$ cat config.mk
export PLATFORM = sky130hd
export DESIGN_NAME = mem_unit
export DESIGN_NICKNAME = d
export VERILOG_FILES = /design/src/rtl/mem_unit_pkg.sv /design/src/rtl/sp_ram.sv /design/src/rtl/mem_unit.sv
export SDC_FILE = /design/constraint.sdc
export NUM_CORES = 2
export LEC_CHECK = 0
export BUFFER_PORTS_ARGS = -buffer_cell sky130_fd_sc_hd__buf_4
export CORE_MARGIN = 2
export CORE_UTILIZATION = 60
export DETAILED_ROUTE_END_ITERATION = 10
export PLACE_DENSITY_LB_ADDON = 0.12
export RECOVER_POWER = 50
export SYNTH_ARGS = -nofsm -noshare
export SYNTH_HDL_FRONTEND = slang
export SYNTH_HIERARCHICAL = 1
export SYNTH_SLANG_ARGS = --single-unit
$ cat constraint.sdc
create_clock -name clk_i -period 10.9 [get_ports clk_i]
set_input_delay 2.18 -clock clk_i [delete_from_list [all_inputs] [get_ports clk_i]]
set_output_delay 2.18 -clock clk_i [all_outputs]
set_load 0.01 [all_outputs]
$ cat src/rtl/mem_unit_pkg.sv
// Shared types and constants for the program/data memory unit.
package mem_unit_pkg;

  localparam int DATA_WIDTH = 16;

  typedef enum logic [2:0] {
    LOAD     = 3'd0,
    RUN      = 3'd1,
    DUMP_RD  = 3'd2,
    DUMP_OUT = 3'd3,
    DONE     = 3'd4
  } state_t;

endpackage

$ cat src/rtl/sp_ram.sv
// Single-port word array: one write port and one registered read port.
module sp_ram
  import mem_unit_pkg::*;
#(
  parameter int ADDR_WIDTH = 8
) (
  input  logic                  clk,
  input  logic                  rst,
  input  logic                  we,
  input  logic                  re,
  input  logic [ADDR_WIDTH-1:0] addr,
  input  logic [DATA_WIDTH-1:0] wdata,
  output logic [DATA_WIDTH-1:0] rdata
);

  logic [DATA_WIDTH-1:0] mem [2**ADDR_WIDTH];

  // Array write; contents deliberately survive reset.
  always_ff @(posedge clk) begin
    if (we) begin
      mem[addr] <= wdata;
    end
  end

  // Read register only moves on a read, so it holds between accesses.
  always_ff @(posedge clk or posedge rst) begin
    if (rst) begin
      rdata <= '0;
    end else if (re) begin
      rdata <= mem[addr];
    end
  end

endmodule

$ cat src/rtl/mem_unit.sv
// CPU program/data memory: host load before the run, CPU access during it,
// and a host dump of a memory window once the CPU signals end of program.
module mem_unit
  import mem_unit_pkg::*;
#(
  parameter int ADDR_WIDTH = 8,
  parameter int DUMP_BASE  = 0,
  parameter int DUMP_WORDS = 2**ADDR_WIDTH
) (
  input  logic                  clk_i,
  input  logic                  rst_i,
  output logic                  cpu_rst_o,
  input  logic                  load_valid_i,
  input  logic [DATA_WIDTH-1:0] load_data_i,
  input  logic                  load_last_i,
  output logic                  load_ready_o,
  input  logic [ADDR_WIDTH-1:0] mem_addr_i,
  input  logic [DATA_WIDTH-1:0] mem_value_i,
  input  logic                  mem_enable_i,
  input  logic                  mem_wr_en_i,
  input  logic                  mem_rd_en_i,
  output logic [DATA_WIDTH-1:0] mem_value_o,
  input  logic                  end_program_i,
  output logic                  dump_valid_o,
  output logic [ADDR_WIDTH-1:0] dump_addr_o,
  output logic [DATA_WIDTH-1:0] dump_data_o,
  input  logic                  dump_ready_i,
  output logic                  done_o
);

  localparam logic [ADDR_WIDTH-1:0] LAST_ADDR = {ADDR_WIDTH{1'b1}};
  localparam logic [ADDR_WIDTH-1:0] BASE_ADDR = ADDR_WIDTH'(DUMP_BASE);
  localparam logic [ADDR_WIDTH:0]   LAST_CNT  = (ADDR_WIDTH+1)'(DUMP_WORDS - 1);

  state_t                  state;
  logic [ADDR_WIDTH-1:0]   load_ptr;
  logic [ADDR_WIDTH:0]     dump_cnt;
  logic [ADDR_WIDTH-1:0]   dump_addr;
  logic [ADDR_WIDTH-1:0]   rd_addr;
  logic [DATA_WIDTH-1:0]   hold_val;
  logic [DATA_WIDTH-1:0]   ram_rdata;
  logic [DATA_WIDTH-1:0]   ram_wdata;
  logic [ADDR_WIDTH-1:0]   ram_addr;
  logic                    ram_we;
  logic                    ram_re;
  logic                    cpu_wr;
  logic                    cpu_rd;
  logic                    mem_view;

  assign rd_addr = BASE_ADDR + dump_cnt[ADDR_WIDTH-1:0];
  assign cpu_wr  = (state == RUN) && mem_enable_i && mem_wr_en_i;
  assign cpu_rd  = (state == RUN) && mem_enable_i && mem_rd_en_i && !mem_wr_en_i;

  // Route the single RAM port to the loader, the CPU or the dump reader.
  always_comb begin
    ram_we    = 1'b0;
    ram_re    = 1'b0;
    ram_addr  = mem_addr_i;
    ram_wdata = mem_value_i;
    case (state)
      LOAD: begin
        ram_we    = load_valid_i;
        ram_addr  = load_ptr;
        ram_wdata = load_data_i;
      end
      RUN: begin
        ram_we = cpu_wr;
        ram_re = cpu_rd;
      end
      DUMP_RD: begin
        ram_re   = 1'b1;
        ram_addr = rd_addr;
      end
      default: begin
        ram_we = 1'b0;
        ram_re = 1'b0;
      end
    endcase
  end

  sp_ram #(
    .ADDR_WIDTH (ADDR_WIDTH)
  ) u_ram (
    .clk   (clk_i),
    .rst   (rst_i),
    .we    (ram_we),
    .re    (ram_re),
    .addr  (ram_addr),
    .wdata (ram_wdata),
    .rdata (ram_rdata)
  );

  // Sequencer: load, run, alternate dump read/present, then park in DONE.
  always_ff @(posedge clk_i or posedge rst_i) begin
    if (rst_i) begin
      state     <= LOAD;
      load_ptr  <= '0;
      dump_cnt  <= '0;
      dump_addr <= '0;
    end else begin
      case (state)
        LOAD: begin
          if (load_valid_i) begin
            if (load_last_i || (load_ptr == LAST_ADDR)) begin
              state <= RUN;
            end else begin
              load_ptr <= load_ptr + {{(ADDR_WIDTH-1){1'b0}}, 1'b1};
            end
          end
        end
        RUN: begin
          if (end_program_i) begin
            state <= DUMP_RD;
          end
        end
        DUMP_RD: begin
          dump_addr <= rd_addr;
          state     <= DUMP_OUT;
        end
        DUMP_OUT: begin
          if (dump_ready_i) begin
            dump_cnt <= dump_cnt + {{ADDR_WIDTH{1'b0}}, 1'b1};
            if (dump_cnt == LAST_CNT) begin
              state <= DONE;
            end else begin
              state <= DUMP_RD;
            end
          end
        end
        DONE: begin
          state <= DONE;
        end
        default: begin
          state <= LOAD;
        end
      endcase
    end
  end

  // The RAM read register carries the CPU result until the first dump read
  // replaces it; from then on the CPU sees the copy frozen in hold_val.
  always_comb begin
    if ((state == LOAD) || (state == RUN)) begin
      mem_view = 1'b1;
    end else if ((state == DUMP_RD) && (dump_cnt == '0)) begin
      mem_view = 1'b1;
    end else begin
      mem_view = 1'b0;
    end
  end

  // Snapshot of the last CPU read result, kept across the dump.
  always_ff @(posedge clk_i or posedge rst_i) begin
    if (rst_i) begin
      hold_val <= '0;
    end else if (mem_view) begin
      hold_val <= ram_rdata;
    end
  end

  assign mem_value_o  = mem_view ? ram_rdata : hold_val;
  assign cpu_rst_o    = (state != RUN);
  assign load_ready_o = (state == LOAD);
  assign dump_valid_o = (state == DUMP_OUT);
  assign dump_addr_o  = dump_addr;
  assign dump_data_o  = (state == DUMP_OUT) ? ram_rdata : '0;
  assign done_o       = (state == DONE);

endmodule
* After elaboration in Yosys (flattened, before gate mapping) *
Memories as Yosys holds them, arrays and structs flattened. A register that Yosys moved wholly into a read port is not among the register bits.
Index checks and enable logic that the tools add are counted.

word-level totals
  register bits after elaboration = 44
  latch bits = 0
  bits in writable memories = 4096
  bits in read-only memories = 0
  output and inout port bits = 44
  logic and storage cells = 49
  memories = 1

cells by class
  $add $sub $neg = 2
  multipliers = 0
  divide/modulo/power cells = 0
  $lt $le $gt $ge = 0
  eq/ne operators = 11
  shift operators = 0
  multiplexer cells = 16
  bitwise gates (word level) = 1
  reductions and logical operators = 13

memories
  name       depth  width  rd ports  clocked after memory_dff  write ports  line          source
  u_ram.mem  256    16     1         1                         1            sp_ram.sv:16  logic [DATA_WIDTH-1:0] mem [2**ADDR_WIDTH];

operators with widths
  cell                 count
  $mux 16              3
  $pmux 8 s2           1
  $mux 3               5
  $pmux 3 s5           1
  $add 9x1->9 const B  1
  $eq 9x8->1 const B   1
  $logic_not 9->1      1
  $add 8x1->8 const B  1
  $eq 8x8->1 const B   1
  $eq 3x2->1 const B   2
  $logic_and 1x1->1    5
  $mux 1               4
  $ne 2x1->1 const B   2
  $ne 2x2->1 const B   2
  $pmux 1 s2           2
  $reduce_and 4->1     1
  $eq 3x1->1 const B   1
  $eq 3x3->1 const B   1
  $logic_not 3->1      1
  $ne 3x1->1 const B   1
  $reduce_and 3->1     1
  $logic_or 1x1->1     2
  $reduce_and 2->1     1
  $logic_not 1->1      1
  $not 1->1            1

* Logic depth before layout (Yosys ltp) *
  word-level depth = 6
  depth in mapped cells = 18
  mapped depth without buffers = 10

* Cells and area by module *
Netlist, hierarchy kept.

modules (own cells, without submodules)
  module    instances  cells each  area an instance (um^2)  sequential area each (um^2)
  sp_ram    1          7180        157788.8                 123398.3
  mem_unit  1          218         2456.1                   1101.1

* Worst setup path after synthesis *
OpenSTA, ideal clock, no wires.

  kind = input-to-reg
  start = input mem_addr_i[3]
  end = memory u_ram.mem[144][0] (enable)
  setup time = 0.409 ns
  arrival time = 5.077 ns
  required time = 10.491 ns
  slack = 5.414 ns
  cell stages on the path = 10
  buffers on the path = 5
  cell sequence = nand2_1 o21ai_0 buf_2 inv_2 buf_2 buf_1 clkbuf_1 nand2_1 clkbuf_1 nor3_1

between the ends
  longest elaborated chain between the ends = 1

RTL lines
  what                   line            source
  start: declaration     mem_unit.sv:17  input logic [ADDR_WIDTH-1:0] mem_addr_i,
  $pmux 8 s2             mem_unit.sv:60  case (state)
  named net ram_addr[3]  mem_unit.sv:43  logic [ADDR_WIDTH-1:0] ram_addr;
  end: declaration       sp_ram.sv:16

The timed path passes the listed nets, and every way through them passes these cells.

* Worst setup path after layout *
  start = register state[1]
  end = memory u_ram.mem[189][12], data pin

between the ends
  longest elaborated chain between the ends = 2

RTL lines
  what                      line             source
  start: declaration        mem_unit.sv:35   state_t state;
  start signal: assignment  mem_unit.sv:96   state <= LOAD;
  start signal: assignment  mem_unit.sv:105  state <= RUN;
  start signal: assignment  mem_unit.sv:113  state <= DUMP_RD;
  $logic_not 3->1           mem_unit.sv:60
  $mux 16                   mem_unit.sv:60
  named net ram_wdata[12]   mem_unit.sv:42   logic [DATA_WIDTH-1:0] ram_wdata;

The timed path passes the listed nets, and every way through them passes these cells.

==> metrics.md <==
| Metric | Value |
|---|---|
| Dpl cells | `10.9k` |
| Initial core utilization | `60.4%` |
| First-pass GRT wire length | `614000 um` |
| Total length of routed wires | `439000 um` |
| Cell row count | `189` |
| Grt total ovfl | `0` |
| Drt via density | `7.00` |
| Cells after Synth | `7398` |
| CP required | `11.14 ns` |
| Worst-Skew Late Latency | `0.97 ns` |
| Outcome | `complete, but fails checks` |
| Ys async rst share | `1.44%` |
| Die Ht | `521 um` |
| Worst hold stages | `1` |
| Failing checks | `max-capacitance violations, max-slew violations` |
| Crit path largest cell delay | `3.26 ns` |
| Core area | `265000 um^2` |
| Max Clock Skew | `0.0585 ns` |
| Top FF cell, synth | `edfxtp_1` |
| Leakage | `56.2 nW` |
| Critical path arrival | `8.73 ns` |
| Minimum clock period after layout | `8.50 ns` |
| Worst Setup End Kind | `flop` |
| Slew Viols, Final | `2548` |
| Startpoint Class | `flop` |
| Least-Margin Pin Slew | `6.14 ns` |
| Post-Layout Cell Count | `11.7k` |
| Port bufs | `92` |
| VDD IR max | `0.000297 V` |
| CTS Sinks | `4156` |
| DRT Pass-1 Iters | `8` |
| Gr usage total | `32.4%` |
| CTS Buf Count | `404` |
| PnR worst setup slack | `2.40 ns` |
| Hold WC Path Type | `flop to flop` |
| Post-Syn Area per Cell | `21.7 um^2` |
| Clk slew on worst S/H paths | `0.06 ns` |
| CP max-delay cell | `mux2_1` |
| # setup viols final | `0` |
| Die Area | `271000 um^2` |
| Final ANT Viol Nets | `0` |
| CTS Root Cell | `clkbuf_16` |
| DRT iter0 DRCs | `12.7k` |
| Post-synth EDFFs | `4096` |
| Die width | `521 um` |
| Synthesized area | `160000 um^2` |
| Seq/Total Area, Yosys | `77.7%` |
| Final #Nets | `7873` |
| Cts repair resizes | `0` |
| Max_cap viols | `35` |
| Critical path type | `flop to flop` |
| Largest net degree at the start of global routing | `169` |
| Netlist cell types | `72` |
| Total Power | `0.0442 W` |
| Clock buffer depth | `4` |
| Crit-path cells | `nor3_2 -> clkbuf_1 -> mux2_1 -> clkbuf_1` |
| # Post-CTS Setup Buffers | `0` |
| DRC viols | `0` |
| Mapped Nets | `7451` |
| Htree depth | `5` |
| Warnings from Yosys | `6` |
| Setup TNS | `0 ns` |
| Cell area power density | `247 nW/um^2` |
| Synthesized flop and latch total | `4156` |
| Initial antenna violation count | `31` |
| Period utilization | `77.9%` |
| Fraction of layout cells with a size suffix above 1 | `25.2%` |
| Final hold slack | `0.489 ns` |
| DR WL/cell | `37.5 um` |
| Gp weighted congestion | `0.928` |
| Crit-path max FO | `114` |
| DP HPWL | `263000 um` |
| Fmax | `0.118 GHz` |
| Most used cell, CP | `clkbuf_1` |
| Max_slew headroom | `-310%` |
| Final Hold Vio Count | `0` |
| RSZ-0062 raised after global routing | `false` |
| CTS tree | `done` |
| Hold-fix buffers, CTS | `0` |
| FF-to-FF path depth | `4` |
| I/O pin count | `93` |
| Syn-to-layout area delta | `11.8%` |
| Pre-CTS setup slack | `3.30 ns` |
| Vias | `81.9k` |
| Vias in the first global route | `79.3k` |
-- power breakdown --
| part | switching, W | internal, W |
|---|---|---|
| registers | 0.000145 | 0.0177 |
| clock network | 0.00592 | 0.00784 |
| logic | 0.00786 | 0.00477 |
-- kinds of logic (layout without fill, tap and decap cells) --
group | count (synthesis) | after routing | synth area share, %
AOI/OAI and AO/OA | 740 | 740 | 3.27
and+or+nand+nor | 694 | 694 | 2.09
xor gates and xnor gates | 11 | 11 | 0.0601
other | 0 | 18 | 0
DFF | 4156 | 4156 | 77.7
muxes | 1336 | 1336 | 15.1
adders and majority gates | 4 | 4 | 0.0312
buffers and inverters | 457 | 1217 | 1.70
-- layer usage --
metal | share of wire, % | track usage (%) | routed length, um | up-vias
met5 | 0.023 | 0 | 101 | -
met4 | 5.4 | 14.5 | 23900 | 16
met3 | 13 | 8.51 | 55700 | 915
met2 | 45 | 47.1 | 196000 | 5406
met1 | 37 | 47.0 | 163000 | 43435
li1 | - | - | - | 32144
-- path summary, 6_finish.rpt --
kind | from | to | slack [ns]
max reg2reg | state[1] | u_ram/mem[189][12] | 2.40
max in group asynchronous | rst_i | dump_addr_o[1] | 5.58
min reg2reg | hold_val[2] | hold_val[2] | 0.49
min in group asynchronous | rst_i | hold_val[8] | 1.11
max | state[1] | u_ram/mem[189][12] | 2.40
min | hold_val[2] | hold_val[2] | 0.49
-- through the flow --
step | util (%) | cell area (um^2)
6_report | 67.5 | 179000
4_1_cts | 67.7 | 179000
3_5_place_dp | 62.7 | 166000
2_1_floorplan | - | 160000
5_1_grt | 67.5 | 179000
3_3_place_gp | 62.7 | 166000
-- state kept, by name, indices dropped and copies added (netlist names) --
name	flops
dump_addr_o	8
dump_cnt	9
hold_val	16
state	3
load_ptr	8
u_ram/rdata	16
u_ram/mem	4096
-- cell usage after synthesis, drive strengths merged, types with 11 or more instances --
cell type  count  share of area (%)
edfxtp      4096                 77
mux4         857                 12
mux2i        388                2.4
nor2         284               0.67
buf          266                1.3
clkbuf       177               0.42
o22ai        177               0.69
a22oi        161               0.75
mux2          91               0.66
nand2         81               0.19
nor3          79               0.25
o21ai         73               0.23
a211oi        63               0.30
dfrtp         60               0.94
a221oi        53               0.29
nand3         45               0.14
a21oi         44               0.14
o22a          43               0.24
nor2b         38               0.15
nor4          36               0.14
o221ai        29               0.16
a31oi         27               0.11
and2          26               0.10
o211ai        19              0.089
nand2b        17              0.066
nand4b        17              0.093
or2           17              0.066
nand4         15              0.059
or3           14              0.055
inv           13              0.030
a22o          11              0.060
-- cell usage in the layout, fill, tap and decap left out, types with 12 or more instances in the layout --
cell        count
clkinv_1       86
nor4_1         29
nand2_1        80
and2_1         23
or2_2          16
or3_1          13
nand3_1        40
inv_1          12
o211ai_1       19
a22oi_1       161
nor2_1        232
nor3_1         37
clkinvlp_4     14
a31oi_1        27
bufinv_16      38
dfrtp_1        60
o22ai_1       177
clkinv_2       70
nand4_1        15
o221ai_1       29
buf_12         19
nand2b_1       15
diode_2        18
o21ai_0        66
mux2_2         59
a221oi_1       52
mux4_2        850
o22a_1         43
nand4b_1       17
a21oi_1        44
mux2_1         30
nor2_2         49
clkbuf_1      119
nor2b_1        32
mux2i_1       388
clkbuf_16     406
buf_4         411
a211oi_1       63
nor3_2         39
edfxtp_1     4096
-- critical path, delay by kind of cell (launching register included) --
family | cells | cell delay (ns)
buffers and inverters | 2 | 3.37
flip-flops | 1 | 0.63
multiplexers | 1 | 3.26
AND/OR/NAND/NOR | 1 | 0.19
-- final cells by class --
class	count	area [um^2]
repair buffers	459	3590
clock inverters	236	2370
fillers	16678	86200
well taps	3533	4420
diodes	18	45.0
clock buffers	508	10600
inverters	14	55.1
flip-flops and latches	4156	124000
multi-input cells	2785	33600
Note: power is estimated with default switching activity, not from simulation.
